[src/rtl/rvx_gpio_arbiter_pkg.sv]
// ============================================================================
// Module  : rvx_gpio_arbiter_pkg
// Brief   : Shared types and constants for the two-master rvx_gpio arbiter.
// Revision: 1.0 - initial release
// ============================================================================
`default_nettype none

package rvx_gpio_arbiter_pkg;

  localparam int unsigned c_addr_w = 5;
  localparam int unsigned c_data_w = 32;
  localparam int unsigned c_strb_w = 4;

  // rvx_gpio register map
  localparam logic [4:0] c_gpio_output_enable_reg = 5'h00;
  localparam logic [4:0] c_gpio_output_reg        = 5'h04;
  localparam logic [4:0] c_gpio_input_reg         = 5'h08;

  typedef enum logic [1:0] {
    RVX_GPIO_ARB_IDLE  = 2'd0,
    RVX_GPIO_ARB_ISSUE = 2'd1,
    RVX_GPIO_ARB_WAIT  = 2'd2
  } arb_state_e;

  // Round-robin pick: on a tie the master that was not granted last wins.
  function automatic logic arb_pick(input logic full0, input logic full1,
                                    input logic last_grant);
    return (full0 & full1) ? ~last_grant : full1;
  endfunction

endpackage

`default_nettype wire

[src/rtl/rvx_gpio_arbiter_slot.sv]
// ============================================================================
// Module  : rvx_gpio_arbiter_slot
// Brief   : One-entry request buffer per master with sticky protocol error.
// Revision: 1.0 - initial release
// ============================================================================
`default_nettype none

module rvx_gpio_arbiter_slot
  import rvx_gpio_arbiter_pkg::*;
(
  input  logic                clock,
  input  logic                reset_n,
  input  logic [c_addr_w-1:0] i_rw_address,
  input  logic [c_data_w-1:0] i_write_data,
  input  logic [c_strb_w-1:0] i_write_strobe,
  input  logic                i_read_request,
  input  logic                i_write_request,
  input  logic                i_in_flight,
  input  logic                i_grant,
  output logic                o_full,
  output logic                o_rd,
  output logic                o_wr,
  output logic [c_addr_w-1:0] o_rw_address,
  output logic [c_data_w-1:0] o_write_data,
  output logic [c_strb_w-1:0] o_write_strobe,
  output logic                o_protocol_error
);

  logic                r_full;
  logic                r_rd;
  logic                r_wr;
  logic [c_addr_w-1:0] r_addr;
  logic [c_data_w-1:0] r_wdata;
  logic [c_strb_w-1:0] r_strobe;
  logic                r_err;

  logic w_any_req;
  logic w_capture;
  logic w_violation;

  assign w_any_req   = i_read_request | i_write_request;
  assign w_capture   = w_any_req & ~r_full & ~i_in_flight;
  assign w_violation = w_any_req & (r_full | i_in_flight);

  always_ff @(posedge clock or negedge reset_n) begin
    if (!reset_n) begin
      r_full   <= 1'b0;
      r_rd     <= 1'b0;
      r_wr     <= 1'b0;
      r_addr   <= '0;
      r_wdata  <= '0;
      r_strobe <= '0;
      r_err    <= 1'b0;
    end else begin
      // A grant only happens on a full slot, so it never races a capture.
      if (i_grant) begin
        r_full <= 1'b0;
      end else if (w_capture) begin
        r_full   <= 1'b1;
        r_rd     <= i_read_request;
        r_wr     <= i_write_request;
        r_addr   <= i_rw_address;
        r_wdata  <= i_write_data;
        r_strobe <= i_write_strobe;
      end
      if (w_violation) begin
        r_err <= 1'b1;
      end
    end
  end

  assign o_full           = r_full;
  assign o_rd             = r_rd;
  assign o_wr             = r_wr;
  assign o_rw_address     = r_addr;
  assign o_write_data     = r_wdata;
  assign o_write_strobe   = r_strobe;
  assign o_protocol_error = r_err;

endmodule

`default_nettype wire

[src/rtl/rvx_gpio_arbiter.sv]
// ============================================================================
// Module  : rvx_gpio_arbiter
// Brief   : Round-robin arbiter sharing one rvx_gpio register port between
//           two masters, one outstanding transaction at a time.
// Revision: 1.0 - initial release
// ============================================================================
`default_nettype none

module rvx_gpio_arbiter
  import rvx_gpio_arbiter_pkg::*;
(
  input  logic        clock,
  input  logic        reset_n,
  input  logic [4:0]  m0_rw_address,
  output logic [31:0] m0_read_data,
  input  logic        m0_read_request,
  output logic        m0_read_response,
  input  logic [31:0] m0_write_data,
  input  logic [3:0]  m0_write_strobe,
  input  logic        m0_write_request,
  output logic        m0_write_response,
  input  logic [4:0]  m1_rw_address,
  output logic [31:0] m1_read_data,
  input  logic        m1_read_request,
  output logic        m1_read_response,
  input  logic [31:0] m1_write_data,
  input  logic [3:0]  m1_write_strobe,
  input  logic        m1_write_request,
  output logic        m1_write_response,
  output logic [4:0]  s_rw_address,
  input  logic [31:0] s_read_data,
  output logic        s_read_request,
  input  logic        s_read_response,
  output logic [31:0] s_write_data,
  output logic [3:0]  s_write_strobe,
  output logic        s_write_request,
  input  logic        s_write_response,
  output logic [1:0]  protocol_error
);

  arb_state_e  r_state;
  logic        r_owner;
  logic        r_last_grant;
  logic [4:0]  r_s_addr;
  logic [31:0] r_s_wdata;
  logic [3:0]  r_s_strobe;
  logic        r_s_rd_req;
  logic        r_s_wr_req;

  logic [1:0]  w_full;
  logic [1:0]  w_rd;
  logic [1:0]  w_wr;
  logic [4:0]  w_addr   [2];
  logic [31:0] w_wdata  [2];
  logic [3:0]  w_strobe [2];
  logic [1:0]  w_in_flight;
  logic [1:0]  w_grant;
  logic        w_grant_valid;
  logic        w_grant_idx;
  logic        w_s_resp;
  logic        w_wait;

  assign w_s_resp      = s_read_response | s_write_response;
  assign w_wait        = (r_state == RVX_GPIO_ARB_WAIT);
  assign w_grant_valid = (r_state == RVX_GPIO_ARB_IDLE) & (|w_full);
  assign w_grant_idx   = arb_pick(w_full[0], w_full[1], r_last_grant);
  assign w_grant[0]    = w_grant_valid & ~w_grant_idx;
  assign w_grant[1]    = w_grant_valid &  w_grant_idx;

  // The owner frees its slot for reuse in the very cycle its response returns.
  assign w_in_flight[0] = ~r_owner & ((r_state == RVX_GPIO_ARB_ISSUE) | (w_wait & ~w_s_resp));
  assign w_in_flight[1] =  r_owner & ((r_state == RVX_GPIO_ARB_ISSUE) | (w_wait & ~w_s_resp));

  rvx_gpio_arbiter_slot u_slot0 (
    .clock            (clock),
    .reset_n          (reset_n),
    .i_rw_address     (m0_rw_address),
    .i_write_data     (m0_write_data),
    .i_write_strobe   (m0_write_strobe),
    .i_read_request   (m0_read_request),
    .i_write_request  (m0_write_request),
    .i_in_flight      (w_in_flight[0]),
    .i_grant          (w_grant[0]),
    .o_full           (w_full[0]),
    .o_rd             (w_rd[0]),
    .o_wr             (w_wr[0]),
    .o_rw_address     (w_addr[0]),
    .o_write_data     (w_wdata[0]),
    .o_write_strobe   (w_strobe[0]),
    .o_protocol_error (protocol_error[0])
  );

  rvx_gpio_arbiter_slot u_slot1 (
    .clock            (clock),
    .reset_n          (reset_n),
    .i_rw_address     (m1_rw_address),
    .i_write_data     (m1_write_data),
    .i_write_strobe   (m1_write_strobe),
    .i_read_request   (m1_read_request),
    .i_write_request  (m1_write_request),
    .i_in_flight      (w_in_flight[1]),
    .i_grant          (w_grant[1]),
    .o_full           (w_full[1]),
    .o_rd             (w_rd[1]),
    .o_wr             (w_wr[1]),
    .o_rw_address     (w_addr[1]),
    .o_write_data     (w_wdata[1]),
    .o_write_strobe   (w_strobe[1]),
    .o_protocol_error (protocol_error[1])
  );

  always_ff @(posedge clock or negedge reset_n) begin
    if (!reset_n) begin
      r_state      <= RVX_GPIO_ARB_IDLE;
      r_owner      <= 1'b0;
      r_last_grant <= 1'b1;
      r_s_addr     <= '0;
      r_s_wdata    <= '0;
      r_s_strobe   <= '0;
      r_s_rd_req   <= 1'b0;
      r_s_wr_req   <= 1'b0;
    end else begin
      case (r_state)
        RVX_GPIO_ARB_IDLE: begin
          if (w_grant_valid) begin
            r_owner      <= w_grant_idx;
            r_last_grant <= w_grant_idx;
            r_s_addr     <= w_addr[w_grant_idx];
            r_s_wdata    <= w_wdata[w_grant_idx];
            r_s_strobe   <= w_strobe[w_grant_idx];
            r_s_rd_req   <= w_rd[w_grant_idx];
            r_s_wr_req   <= w_wr[w_grant_idx];
            r_state      <= RVX_GPIO_ARB_ISSUE;
          end
        end
        RVX_GPIO_ARB_ISSUE: begin
          r_s_rd_req <= 1'b0;
          r_s_wr_req <= 1'b0;
          r_state    <= RVX_GPIO_ARB_WAIT;
        end
        RVX_GPIO_ARB_WAIT: begin
          if (w_s_resp) begin
            r_state <= RVX_GPIO_ARB_IDLE;
          end
        end
        default: begin
          r_state <= RVX_GPIO_ARB_IDLE;
        end
      endcase
    end
  end

  assign s_rw_address    = r_s_addr;
  assign s_write_data    = r_s_wdata;
  assign s_write_strobe  = r_s_strobe;
  assign s_read_request  = r_s_rd_req;
  assign s_write_request = r_s_wr_req;

  assign m0_read_response  = s_read_response  & ~r_owner & w_wait;
  assign m0_write_response = s_write_response & ~r_owner & w_wait;
  assign m1_read_response  = s_read_response  &  r_owner & w_wait;
  assign m1_write_response = s_write_response &  r_owner & w_wait;
  assign m0_read_data      = m0_read_response ? s_read_data : 32'h0;
  assign m1_read_data      = m1_read_response ? s_read_data : 32'h0;

endmodule

`default_nettype wire
[config.mk]
export PLATFORM = sky130hd
export DESIGN_NAME = rvx_gpio_arbiter
export DESIGN_NICKNAME = d
export VERILOG_FILES = /design/src/rtl/rvx_gpio_arbiter_pkg.sv /design/src/rtl/rvx_gpio_arbiter_slot.sv /design/src/rtl/rvx_gpio_arbiter.sv
export SDC_FILE = /design/constraint.sdc
export NUM_CORES = 1
export LEC_CHECK = 0
export BUFFER_PORTS_ARGS = -buffer_cell sky130_fd_sc_hd__buf_2
export CORE_ASPECT_RATIO = 1.2
export CORE_MARGIN = 2
export CORE_UTILIZATION = 50
export DETAILED_ROUTE_END_ITERATION = 8
export PLACE_DENSITY = 0.87
export SKIP_CTS_REPAIR_TIMING = 1
export SYNTH_ARGS = -nofsm -noshare
export SYNTH_HDL_FRONTEND = slang
export SYNTH_SLANG_ARGS = --single-unit
[constraint.sdc]
create_clock -name clock -period 2.3 [get_ports clock]
set_input_delay 0.46 -clock clock [delete_from_list [all_inputs] [get_ports clock]]
set_output_delay 0.46 -clock clock [all_outputs]
set_load 0.03 [all_outputs]
== Word-level counts from Yosys, hierarchy flattened ==
Index checks and enable logic that the tools add are counted.
W data, S select, Z words.
Cells by class
  $add $sub $neg: 0
  multipliers: 0
  div/mod/pow operators: 0
  $lt $le $gt $ge: 2
  equal/unequal tests: 4
  shifts and indexed selects: 0
  multiplexer cells: 27
  bitwise operators: 38
  reduce and logical (&&, ||, !) cells: 10
Operator list (count)
  $mux W32: 5
  $and A1 B1 Y1: 21
  $mux W5: 3
  $mux W4: 3
  $mux W1: 11
  $not A1 Y1: 10
  $reduce_and A2 Y1: 5
  $or A1 B1 Y1: 6
  $pmux W2 S3: 1
  $reduce_bool A2 Y1: 3
  $mux W2: 2
  $ne A2 B2 Y1 const B: 2
  $pmux W1 S2: 2
  $eq A2 B1 Y1 const B: 1
  $eq A2 B2 Y1 const B: 1
  $ge A2 B2 Y1 const B: 1
  $logic_not A2 Y1: 1
  $lt A1 B2 Y1 const B: 1
  $not A1 Y2: 1
  $reduce_or A2 Y1: 1
Word-level totals
  flip-flop bits (word level): 137
  bits in latches: 0
  bits in writable memories: 0
  memory bits (read-only): 0
  output and inout port bits: 113
  word-level logic and storage cells: 103
  memories: 0

== Longest topological paths before layout ==
Gate-level depths: netlist of the first run.
  word-level depth: 9
  depth in mapped cells: 8
  mapped depth without buffers: 5

== Cells and area by module ==
From an unflattened synthesis of the first run, not the netlist that was laid out.
Second synthesis, totals
  cell total of the unflattened synthesis: 442
  area total of the unflattened synthesis: 6336.1 sq um
Modules (own cells, without submodules)
  rvx_gpio_arbiter_slot: instances 2, cells an instance 99, area an instance 1888.1 sq um
  rvx_gpio_arbiter: instances 1, cells an instance 244, area an instance 2560.0 sq um

== Worst setup path before layout of the first run ==
OpenSTA, ideal clock, no wires.
  path type: register -> output
  start: reg r_state[0]
  end: out m1_read_data[21]
  data arrival time: 1.612 ns
  data required time: 1.840 ns
  setup slack: 0.228 ns
  stages on the path, launching flop included: 5
  path through: dfrtp_1 -> and2b_2 -> and3_1 -> clkbuf_1 -> and2_1
On the way
  longest elaborated chain between the ends: 3
RTL lines
  start: declaration: RTL line rvx_gpio_arbiter.sv:41  | arb_state_e r_state;
  start signal: assignment: RTL line rvx_gpio_arbiter.sv:114  | r_state <= RVX_GPIO_ARB_IDLE;
  start signal: assignment: RTL line rvx_gpio_arbiter.sv:133  | r_state <= RVX_GPIO_ARB_ISSUE;
  start signal: assignment: RTL line rvx_gpio_arbiter.sv:139  | r_state <= RVX_GPIO_ARB_WAIT;
  $eq A2 B2 Y1: RTL line rvx_gpio_arbiter.sv:64  | assign w_wait = (r_state == RVX_GPIO_ARB_WAIT);
  $and A1 B1 Y1: RTL line rvx_gpio_arbiter.sv:161  | assign m1_read_response = s_read_response & r_owner & w_wait;
  named net m1_read_response: RTL line rvx_gpio_arbiter.sv:25  | output logic m1_read_response,
  $mux W32: RTL line rvx_gpio_arbiter.sv:164  | assign m1_read_data = m1_read_response ? s_read_data : 32'h0;
  end: declaration: RTL line rvx_gpio_arbiter.sv:23  | output logic [31:0] m1_read_data,
The timed path passes the listed nets, and every way through them passes these cells.

== Worst setup path in the final report of the first run ==
  start: reg r_state[0]
  end: out m0_read_data[28]
On the way
  longest elaborated chain between the ends: 3
RTL lines
  $eq A2 B2 Y1: RTL line rvx_gpio_arbiter.sv:64
  $and A1 B1 Y1: RTL line rvx_gpio_arbiter.sv:159  | assign m0_read_response = s_read_response & ~r_owner & w_wait;
  $mux W32: RTL line rvx_gpio_arbiter.sv:163  | assign m0_read_data = m0_read_response ? s_read_data : 32'h0;
  end: declaration: RTL line rvx_gpio_arbiter.sv:15  | output logic [31:0] m0_read_data,
Every way passes these cells.

==> results of run 1 <==
[synth_stat cells, types with 2 or more instances]
library cell and number:
o21ai_0 48, and3_1 2, o21bai_1 2, nor2_1 7
and2_1 64, a22o_1 2, clkbuf_1 16, nand3b_1 2
dfrtp_1 136, or3_1 2, mux2_2 34, buf_12 7
mux2i_1 42, buf_4 2, buf_2 6, mux2_4 48
a21oi_1 2, nand2_1 47, nand2b_1 2, inv_1 3
[cell usage in the layout, fill, tap and decap left out, drive strengths merged]
cell type and instances:
buf 249, dfrtp 136, mux2 82, and2 64
o21ai 48, nand2 47, mux2i 42, clkbuf 21
nor2 7, inv 6, bufinv 4, clkinv 4
clkinvlp 3, a21oi 3, diode 2, and3 2
or3 2, o21bai 2, nand2b 2, nand3b 2
a22o 2, a21o 2, nor3b 2, and2b 1
or4b 1, or2b 1, a21boi 1, nor3 1
o22ai 1, dfstp 1
[stage by stage]
| stage | instances | hold WS (ns) | utilization (%) | setup WS [ns] |
|---|---|---|---|---|
| after floorplan | 488 | 0.164 | - | 0.228 |
| after global placement | 864 | 0.452 | 62.2 | 0.0607 |
| after detailed placement | 864 | 0.463 | 62.2 | 0.0313 |
| after CTS | 896 | 0.0137 | 67.3 | -0.127 |
| after global routing | 902 | 0.0373 | 68.3 | -0.00802 |
| final | 902 | 0.00319 | 68.3 | 0.0228 |
[report_power, final]
group | internal, mW | switching (mW)
Clock | 1.82 | 1.04
Combinational | 2.58 | 3.06
Sequential | 3.66 | 0.755
Total | 8.07 | 4.86
[sequential cells by signal (all words and copies together) (netlist names), 2 cells and up]
name	flops
r_state	2
s_rw_address	5
s_write_data	32
s_write_strobe	4
u_slot0.o_rw_address	5
u_slot0.o_write_data	32
u_slot0.o_write_strobe	4
u_slot1.o_rw_address	5
u_slot1.o_write_data	32
u_slot1.o_write_strobe	4
[worst max-delay path: cells and delay by family, from the launching register on]
family,cells,cell delay [ns]
buffers and inverters,2,0.36
DFF,1,0.41
and+or+nand+nor,3,0.62
[routing by layer]
layer | global-route usage, % | wire, µm | vias to the layer above | share of wire (%)
li1 | - | - | 2136 | -
met1 | 26.1 | 5840 | 2275 | 36
met2 | 42.0 | 8420 | 208 | 52
met3 | 7.19 | 1120 | 54 | 6.9
met4 | 12.8 | 756 | 0 | 4.7
met5 | 0 | 0 | - | 0
[how the worst max path moves through the flow]
stage | to | startpoint | slack (ns) | depth (start not counted)
floorplan | m1_read_data[21] | r_state[0]$_DFFE_PN0P_ | 0.23 | 4
global placement | u_slot0.o_write_data[22]$_DFFE_PN0P_ | s_read_response | 0.06 | 6
detailed placement | u_slot0.o_write_data[1]$_DFFE_PN0P_ | s_read_response | 0.03 | 6
CTS | m0_read_data[11] | r_state[0]$_DFFE_PN0P_ | -0.13 | 5
global route | m0_read_data[10] | r_state[0]$_DFFE_PN0P_ | -0.008 | 5
finish | m0_read_data[28] | r_state[0]$_DFFE_PN0P_ | 0.02 | 5
[final cells by class]
class                      instances  share of cell area [%]
sequential                       137                    41.3
multi-input combinational        315                    31.2
timing repair buffer             252                    17.4
clock buffer                      18                    5.17
tap                              161                    2.43
clock inverter                    14                    2.37
inverter                           3                   0.136
antenna                            2                  0.0603
[cell families (layout without fill, tap and decap cells)]
| family | Yosys count | count (layout) | share of synthesized area, % |
|---|---|---|---|
| compound gates | 59 | 59 | 5.12 |
| buf+inv | 36 | 287 | 4.51 |
| flops | 137 | 137 | 54.6 |
| other cells | 0 | 2 | 0 |
| mux | 124 | 124 | 24.3 |
| simple gates | 132 | 132 | 11.4 |
==> flow_metrics.tcl, run 1 <==
set metrics [dict create \
    status "finished clean" \
    crit_type "flop to output pin" \
    powerDensity_mw_per_mm2 1560 \
    peakVddDrop_uv 836 \
    ys_seq_elements 137 \
    areaGrowthSynthToFinish_pct 32.3 \
    drive_gt1_share_pct 51.2 \
    synthTopCellsByArea "dfrtp_1 54%, mux2_4 11%, mux2i_1 6.7%, and2_1 6.4%, mux2_2 6.1%" \
    finalMaxSlewViolations 0 \
    arrival_ns 1.82 \
    path_cells "and2b_2, and3_4, clkbuf_16, and2_1, buf_2" \
    seq_area_mm2 0.00343 \
    die_area_mm2 0.0135 \
    finalInstanceArea_mm2 0.00831 \
    max_freq_mhz 439 \
    fin_tns_setup_ns 0 \
    ys_types 34 \
    end_kind "output pin" \
    grt-ovfl-total 0 \
    yosys.area.top_type "dfrtp_1" \
    r2r_cells 6 \
    clk_latency_ns 0.42 \
    gp_congestion 0.781 \
    reg2reg_from "r_state[1]$_DFFE_PN0P_" \
    clk_pin_slew_ns 0.06 \
    finClkSkew_ns 0.00933 \
    drc 0 \
    dp_hpwl_mm 11.4 \
    ys_seq_area_share_pct 54.6 \
    r2r-end "u_slot0.o_write_data[31]$_DFFE_PN0P_" \
    start_kind "flop" \
    pin_count 235 \
    worstMarginPinSlew_ns 0.524 \
    cts_max_level 4 \
    cts_buffer_depth 2 \
    multiInputGateArea_mm2 0.00259 \
    antenna_found_initial 2 \
    cts_buffers 17 \
    core_area_mm2 0.0122 \
    hold_class "input pin to async pin" \
    place_area_mm2 0.00756 \
    dr.first_iter.drc_count 214 \
    setup_viol 0 \
    critPathMaxFanout 16 \
    synth_top_area_share_pct 54.2 \
    fin_nets 848 \
    min_period_ns 2.28 \
    grt_usage_pct 24.1 \
    tritoncts "built" \
    ys.warnings.count 0 \
    critPathMaxStageDelay_ns 0.41 \
    cts.root.buffer_cell "clkbuf_16" \
    p_leak_nw 4.34 \
    viasPerCell 5.18 \
    ant_nets 0 \
    async_reset_ff_share_pct 100 \
    ys.flop_type "dfrtp_1" \
    num_vias 4673 \
    initial_core_util_pct 51.6 \
    die_h_um 127 \
    grt_max_degree 58 \
    wl_per_cell_um 17.9 \
    syn-mean-instance-area_um2 12.9 \
    synth_cells 488 \
    syn_nets 610 \
    grt_pass1_wl_mm 25.0 \
    grt_pass1_vias 4922 \
    wl_mm 16.1 \
    num-fill-cells 857 \
    hold_viol_final 0 \
    drtPass1Iterations 4 \
    rows 44 \
    synth_area_mm2 0.00628 \
    design_power_total_mw 12.9 \
    rrSetupSlack_ns 0.13 \
    dieWidth_um 106 \
    maxSlewHeadroom_pct 65.1 \
    synth_edf_count 0 \
    min_period_over_period_pct 99.0 \
    slowest_stage "dfrtp_1" \
    portBuffers 234 \
    cts_sinks 137 \
    cp.required_ns 1.84 \
    cap_violations 0 \
]
Power figures use the tool's default switching activity.
==> run 2: changes to the inputs <==
--- a/config.mk
+++ b/config.mk
@@ -5,13 +5,13 @@
 export SDC_FILE = /design/constraint.sdc
 export NUM_CORES = 1
 export LEC_CHECK = 0
-export BUFFER_PORTS_ARGS = -buffer_cell sky130_fd_sc_hd__buf_2
+export BUFFER_PORTS_ARGS = -buffer_cell sky130_fd_sc_hd__buf_4
 export CORE_ASPECT_RATIO = 1.2
 export CORE_MARGIN = 2
 export CORE_UTILIZATION = 50
 export DETAILED_ROUTE_END_ITERATION = 8
 export PLACE_DENSITY = 0.87
-export SKIP_CTS_REPAIR_TIMING = 1
+export SKIP_LAST_GASP = 1
 export SYNTH_ARGS = -nofsm -noshare
 export SYNTH_HDL_FRONTEND = slang
 export SYNTH_SLANG_ARGS = --single-unit
==> run 2 against run 1 <==
Net effect: routed wire length is 4.2% higher; clock-buffer cell count up 1; largest power group unchanged; via count barely moved; sequential power hardly changed; critical endpoint is now m0_read_data[9]; first-iteration DRC count decreased by 7.9%; sequential share of layout area fell by 2.4 points.
==> flow_metrics.tcl, run 2 (synthesis results as in run 1) <==
set metrics [dict create \
    status "finished clean" \
    die_area_mm2 0.0135 \
    powerDensity_mw_per_mm2 1470 \
    hold_class "input pin to async pin" \
    grt-ovfl-total 0 \
    cts_sinks 137 \
    maxSlewHeadroom_pct 56.8 \
    grt_pass1_vias 4923 \
    cpLargestDelayFamily "simple AND/OR/NAND/NOR gates" \
    hold_viol_final 0 \
    initial_core_util_pct 51.6 \
    crit_start "r_state[0]$_DFFE_PN0P_" \
    path_buf_inv 2 \
    end_kind "output pin" \
    grt_max_degree 66 \
    antenna_found_initial 1 \
    finalNonFillerCells 899 \
    dr.first_iter.drc_count 197 \
    grt_usage_pct 24.9 \
    die_h_um 127 \
    drtPass1Iterations 4 \
    arrival_ns 1.77 \
    grt_pass1_wl_mm 25.6 \
    finClkSkew_ns 0.00882 \
    rsz0062_at_grt "false" \
    cts_max_level 4 \
    pwr-share-comb_pct 46.1 \
    swShare_pct 37.3 \
    drc 0 \
    switchingPower_mw 4.84 \
    num_vias 4670 \
    cts.root.buffer_cell "clkbuf_16" \
    cts_buffers 17 \
    crit_type "flop to output pin" \
    slowest_stage "dfrtp_1" \
    reg2reg_from "r_state[1]$_DFFE_PN0P_" \
    clkPwrFrac_pct 19.9 \
    fin_tns_setup_ns 0 \
    cts_hold_buf 0 \
    dieWidth_um 106 \
    final_util_pct 72.4 \
    p_int_mw 8.14 \
    min_period_over_period_pct 97.1 \
    tritoncts "built" \
    wl_mm 16.8 \
    setup_slack_ns 0.0675 \
    ant_nets 0 \
    critPathMaxStageDelay_ns 0.41 \
    layout.cells.most_common "buf_4" \
    cts_buffer_depth 2 \
    core_area_mm2 0.0122 \
    pin_count 235 \
    post-place-cells 865 \
    dp_hpwl_mm 11.9 \
    min_period_ns 2.23 \
    critPathMaxFanout 16 \
    cp.required_ns 1.84 \
    max_freq_mhz 448 \
    start_kind "flop" \
    peakVddDrop_uv 851 \
    fin_nets 847 \
    gp_congestion 0.798 \
    pre_cts_ws_ns 0.0235 \
    post_cts_buffers 0 \
    pwr-share-seq_pct 34.0 \
    portBuffers 234 \
    final_cell_mix "240 x buf_4, 136 x dfrtp_1, 63 x and2_1, 48 x mux2_4, 48 x o21ai_0" \
    drive_gt1_share_pct 50.9 \
    worstMarginPinSlew_ns 0.647 \
    path_cells "and2b_2, and3_4, clkbuf_16, and2_1, buf_4" \
    wl_per_cell_um 18.7 \
    cap_violations 0 \
    rows 44 \
    viasPerCell 5.19 \
    clk_pin_slew_ns 0.06 \
    setup_viol 0 \
    finalMaxSlewViolations 0 \
    p_leak_nw 4.43 \
    clk_latency_ns 0.41 \
    areaGrowthSynthToFinish_pct 40.4 \
]
[run 2: cell count changes in the layout (fill, tap and decap cells not counted), sizes merged]
cell	change
bufinv	-2
clkinv	+3
diode	-1
inv	-3
[run 2: per-stage QoR]
| stage | hold WS, ns | power [mW] | instance area, µm² |
|---|---|---|---|
| 2_1_floorplan | 0.164 | 8.58 | 6280 |
| 3_3_place_gp | 0.468 | 10.0 | 8160 |
| 3_5_place_dp | 0.472 | 10.3 | 8160 |
| 4_1_cts | 0.0691 | 13.0 | 8720 |
| 5_1_grt | 0.0831 | 13.7 | 8810 |
| 6_report | 0.0532 | 13.0 | 8810 |
[run 2: layer usage]
metal | track usage [%] | vias up | routed length (µm)
li1 | - | 2139 | -
met1 | 26.1 | 2326 | 6170
met2 | 45.6 | 173 | 9020
met3 | 7.61 | 32 | 1100
met4 | 10.6 | 0 | 522
met5 | 0 | - | 0
[run 2: power groups by stage]
stage | clock network [mW] | logic (mW) | registers, mW
floorplan | 0 | 3.68 | 4.90
global placement | 0 | 5.69 | 4.34
detailed placement | 0 | 5.94 | 4.41
CTS | 2.62 | 5.97 | 4.40
global route | 2.74 | 6.40 | 4.55
finish | 2.58 | 5.99 | 4.41
[run 2: timing repair]
item / in CTS / in global routing
gates resized for setup: 1 / 11
pin swaps: 0 / 0
setup endpoints to repair: 1 / 34
hold endpoints to repair: 0 / 0
cloned: 0 / 2
[run 2: worst reg2reg max path: cells and delay by family (launching register included)]
kind	cells	cell delay [ns]
buffers and inverters	1	0.30
flip-flops	1	0.42
multiplexers	1	0.38
AND/OR/NAND/NOR	2	0.82
AO/OA/AOI/OAI	1	0.15
[run 2: layout make-up]
type | instances | area (µm²)
repair buffers | 251 | 2010
multi-input cells | 315 | 2590
well taps | 161 | 201
clock inverters | 12 | 129
inverters | 3 | 11.3
diodes | 1 | 2.50
fillers | 806 | 3360
flip-flops and latches | 137 | 3430
clock buffers | 19 | 433
[run 2: final timing paths]
check                                                        to  slack, ns  cells past startpoint
max                                             m0_read_data[9]       0.07                      5
min                         u_slot1.o_write_data[8]$_DFFE_PN0P_       0.05                      1
max reg2reg                u_slot1.o_write_data[31]$_DFFE_PN0P_       0.10                      5
min reg2reg                        s_write_data[16]$_DFFE_PN0P_       0.48                      2
max in group asynchronous           s_rw_address[0]$_DFFE_PN0P_       1.54                      2
min in group clock         u_slot0.o_write_data[25]$_DFFE_PN0P_       0.28                      2
==> run 3: changes to the inputs <==
--- a/config.mk
+++ b/config.mk
@@ -10,6 +10,7 @@
 export CORE_MARGIN = 2
 export CORE_UTILIZATION = 50
 export DETAILED_ROUTE_END_ITERATION = 8
+export MAX_ROUTING_LAYER = met4
 export PLACE_DENSITY = 0.87
 export SKIP_LAST_GASP = 1
 export SYNTH_ARGS = -nofsm -noshare
==> run 3 against run 2 <==
Net effect: sequential power about the same; clock-buffer cell count did not move; routed wire length is 0.56% higher; total power hardly changed; critical path depth is the same; non-clock buffer count is the same; critical endpoint unchanged; die area did not move; final cell count unchanged.
==> flow_metrics.tcl, run 3 (synthesis results as in run 1) <==
set metrics [dict create \
    crit_type "flop to output pin" \
    wl_met2_mm 9.11 \
    cts_buffers 17 \
    multiInputGateArea_mm2 0.00259 \
    powerDensity_mw_per_mm2 1470 \
    cts_max_level 4 \
    min_period_over_period_pct 97.0 \
    fin_nets 847 \
    setup_slack_ns 0.0680 \
    post-place-cells 865 \
    rows 44 \
    p_leak_nw 4.43 \
    rsz0062_at_grt "false" \
    core_area_mm2 0.0122 \
    end_kind "output pin" \
    ant_nets 0 \
    pre_cts_ws_ns 0.0235 \
    crit_start "r_state[0]$_DFFE_PN0P_" \
    r2r_cells 5 \
    seq_area_mm2 0.00343 \
    reg2reg_from "r_state[1]$_DFFE_PN0P_" \
    clk_latency_ns 0.41 \
    rrSetupSlack_ns 0.10 \
    holdWs_ns 0.0493 \
    finalMaxSlewViolations 0 \
    arrival_ns 1.77 \
    tritoncts "built" \
    hold_class "input pin to async pin" \
    die_area_mm2 0.0135 \
    min_period_ns 2.23 \
    cts_hold_buf 0 \
    cts_sinks 137 \
    num-fill-cells 806 \
    wl_mm 16.9 \
    initial_core_util_pct 51.6 \
    drive_gt1_share_pct 50.9 \
    finClkSkew_ns 0.0116 \
    post_cts_buffers 0 \
    worstMarginPinSlew_ns 0.647 \
    grt_pass1_vias 4917 \
    portBuffers 234 \
    wl_met1_mm 6.32 \
    maxSlewHeadroom_pct 56.8 \
    areaGrowthSynthToFinish_pct 40.4 \
    grt-ovfl-total 0 \
    start_kind "flop" \
    clk_pin_slew_ns 0.06 \
    pin_count 235 \
    viasPerCell 5.16 \
    dr.first_iter.drc_count 203 \
    endpoint "m0_read_data[9]" \
    critPathMaxFanout 16 \
    hold_viol_final 0 \
    antenna_found_initial 1 \
    gp_congestion 0.809 \
    status "finished clean" \
    grt_pass1_wl_mm 25.6 \
    design_power_total_mw 13.0 \
    layout.cells.most_common "buf_4" \
    cp.required_ns 1.84 \
    fin_tns_setup_ns 0 \
    wl_per_cell_um 18.8 \
    finalNonFillerCells 899 \
    dieWidth_um 106 \
    drc 0 \
    dp_hpwl_mm 11.9 \
    cts.root.buffer_cell "clkbuf_16" \
    cts_buffer_depth 2 \
    max_freq_mhz 448 \
    cap_violations 0 \
    dr_wl_met3_mm 1.01 \
    grt_usage_pct 25.6 \
    num_vias 4641 \
    grt_max_degree 66 \
    final_cell_mix "240 x buf_4, 136 x dfrtp_1, 63 x and2_1, 48 x mux2_4, 48 x o21ai_0" \
    setup_viol 0 \
    peakVddDrop_uv 851 \
    drtPass1Iterations 4 \
    routed.top_layer "met4" \
    r2r-end "u_slot1.o_write_data[31]$_DFFE_PN0P_" \
    die_h_um 127 \
]
## run 3: cell counts in the layout (fill, tap and decap cells not counted)
No cell type changed its count.
## run 3: worst min path at each step
stage / startpoint / endpoint / slack (ns) / depth (start not counted)
after global routing: reset_n / s_write_data[5]$_DFFE_PN0P_ / 0.08 / 1
after CTS: reset_n / u_slot1.o_write_data[8]$_DFFE_PN0P_ / 0.07 / 1
after detailed placement: s_write_data[16]$_DFFE_PN0P_ / s_write_data[16]$_DFFE_PN0P_ / 0.47 / 2
after global placement: s_write_strobe[2]$_DFFE_PN0P_ / s_write_strobe[2]$_DFFE_PN0P_ / 0.47 / 2
after floorplan: reset_n / r_owner$_DFFE_PN0P_ / 0.16 / 0
final: reset_n / u_slot1.o_write_data[8]$_DFFE_PN0P_ / 0.05 / 1
## run 3: metrics by stage
step	cell area [µm²]	util, %
4_1_cts	8720	71.7
3_5_place_dp	8160	67.0
2_1_floorplan	6280	-
6_report	8810	72.4
5_1_grt	8810	72.4
3_3_place_gp	8160	67.0
## run 3: cell type report
cell class / instances / share of cell area (%)
Antenna cell: 1 / 0.0284
Clock buffer: 19 / 4.91
Clock inverter: 12 / 1.46
Inverter: 3 / 0.128
Multi-Input combinational cell: 315 / 29.4
Sequential cell: 137 / 38.9
Tap cell: 161 / 2.29
Timing Repair Buffer: 251 / 22.9
## run 3: routing by layer
metal  GRT usage [%]  vias up
li1                -     2138
met1            26.6     2308
met2            45.6      168
met3            7.45       27
met4            9.91        0
met5               -        -
## run 3: timing repair
action                     CTS  global route
gates resized for setup      1            11
cloned                       0             2
setup endpoints to repair    1            35
## run 3: worst max-delay path, cell delays in order, from the launching register on
cell and delay (ns):
dfrtp_1 0.41, and2b_2 0.25, and3_4 0.23, clkbuf_16 0.17, and2_1 0.14, buf_4 0.16
## run 3: where the power goes
part / internal (mW) / leakage, nW / total [mW] / switching [mW]
clock: 1.58 / 0.269 / 2.59 / 1.00
combinational: 2.89 / 2.53 / 5.99 / 3.10
sequential: 3.66 / 1.63 / 4.42 / 0.753
total: 8.14 / 4.43 / 13.0 / 4.85
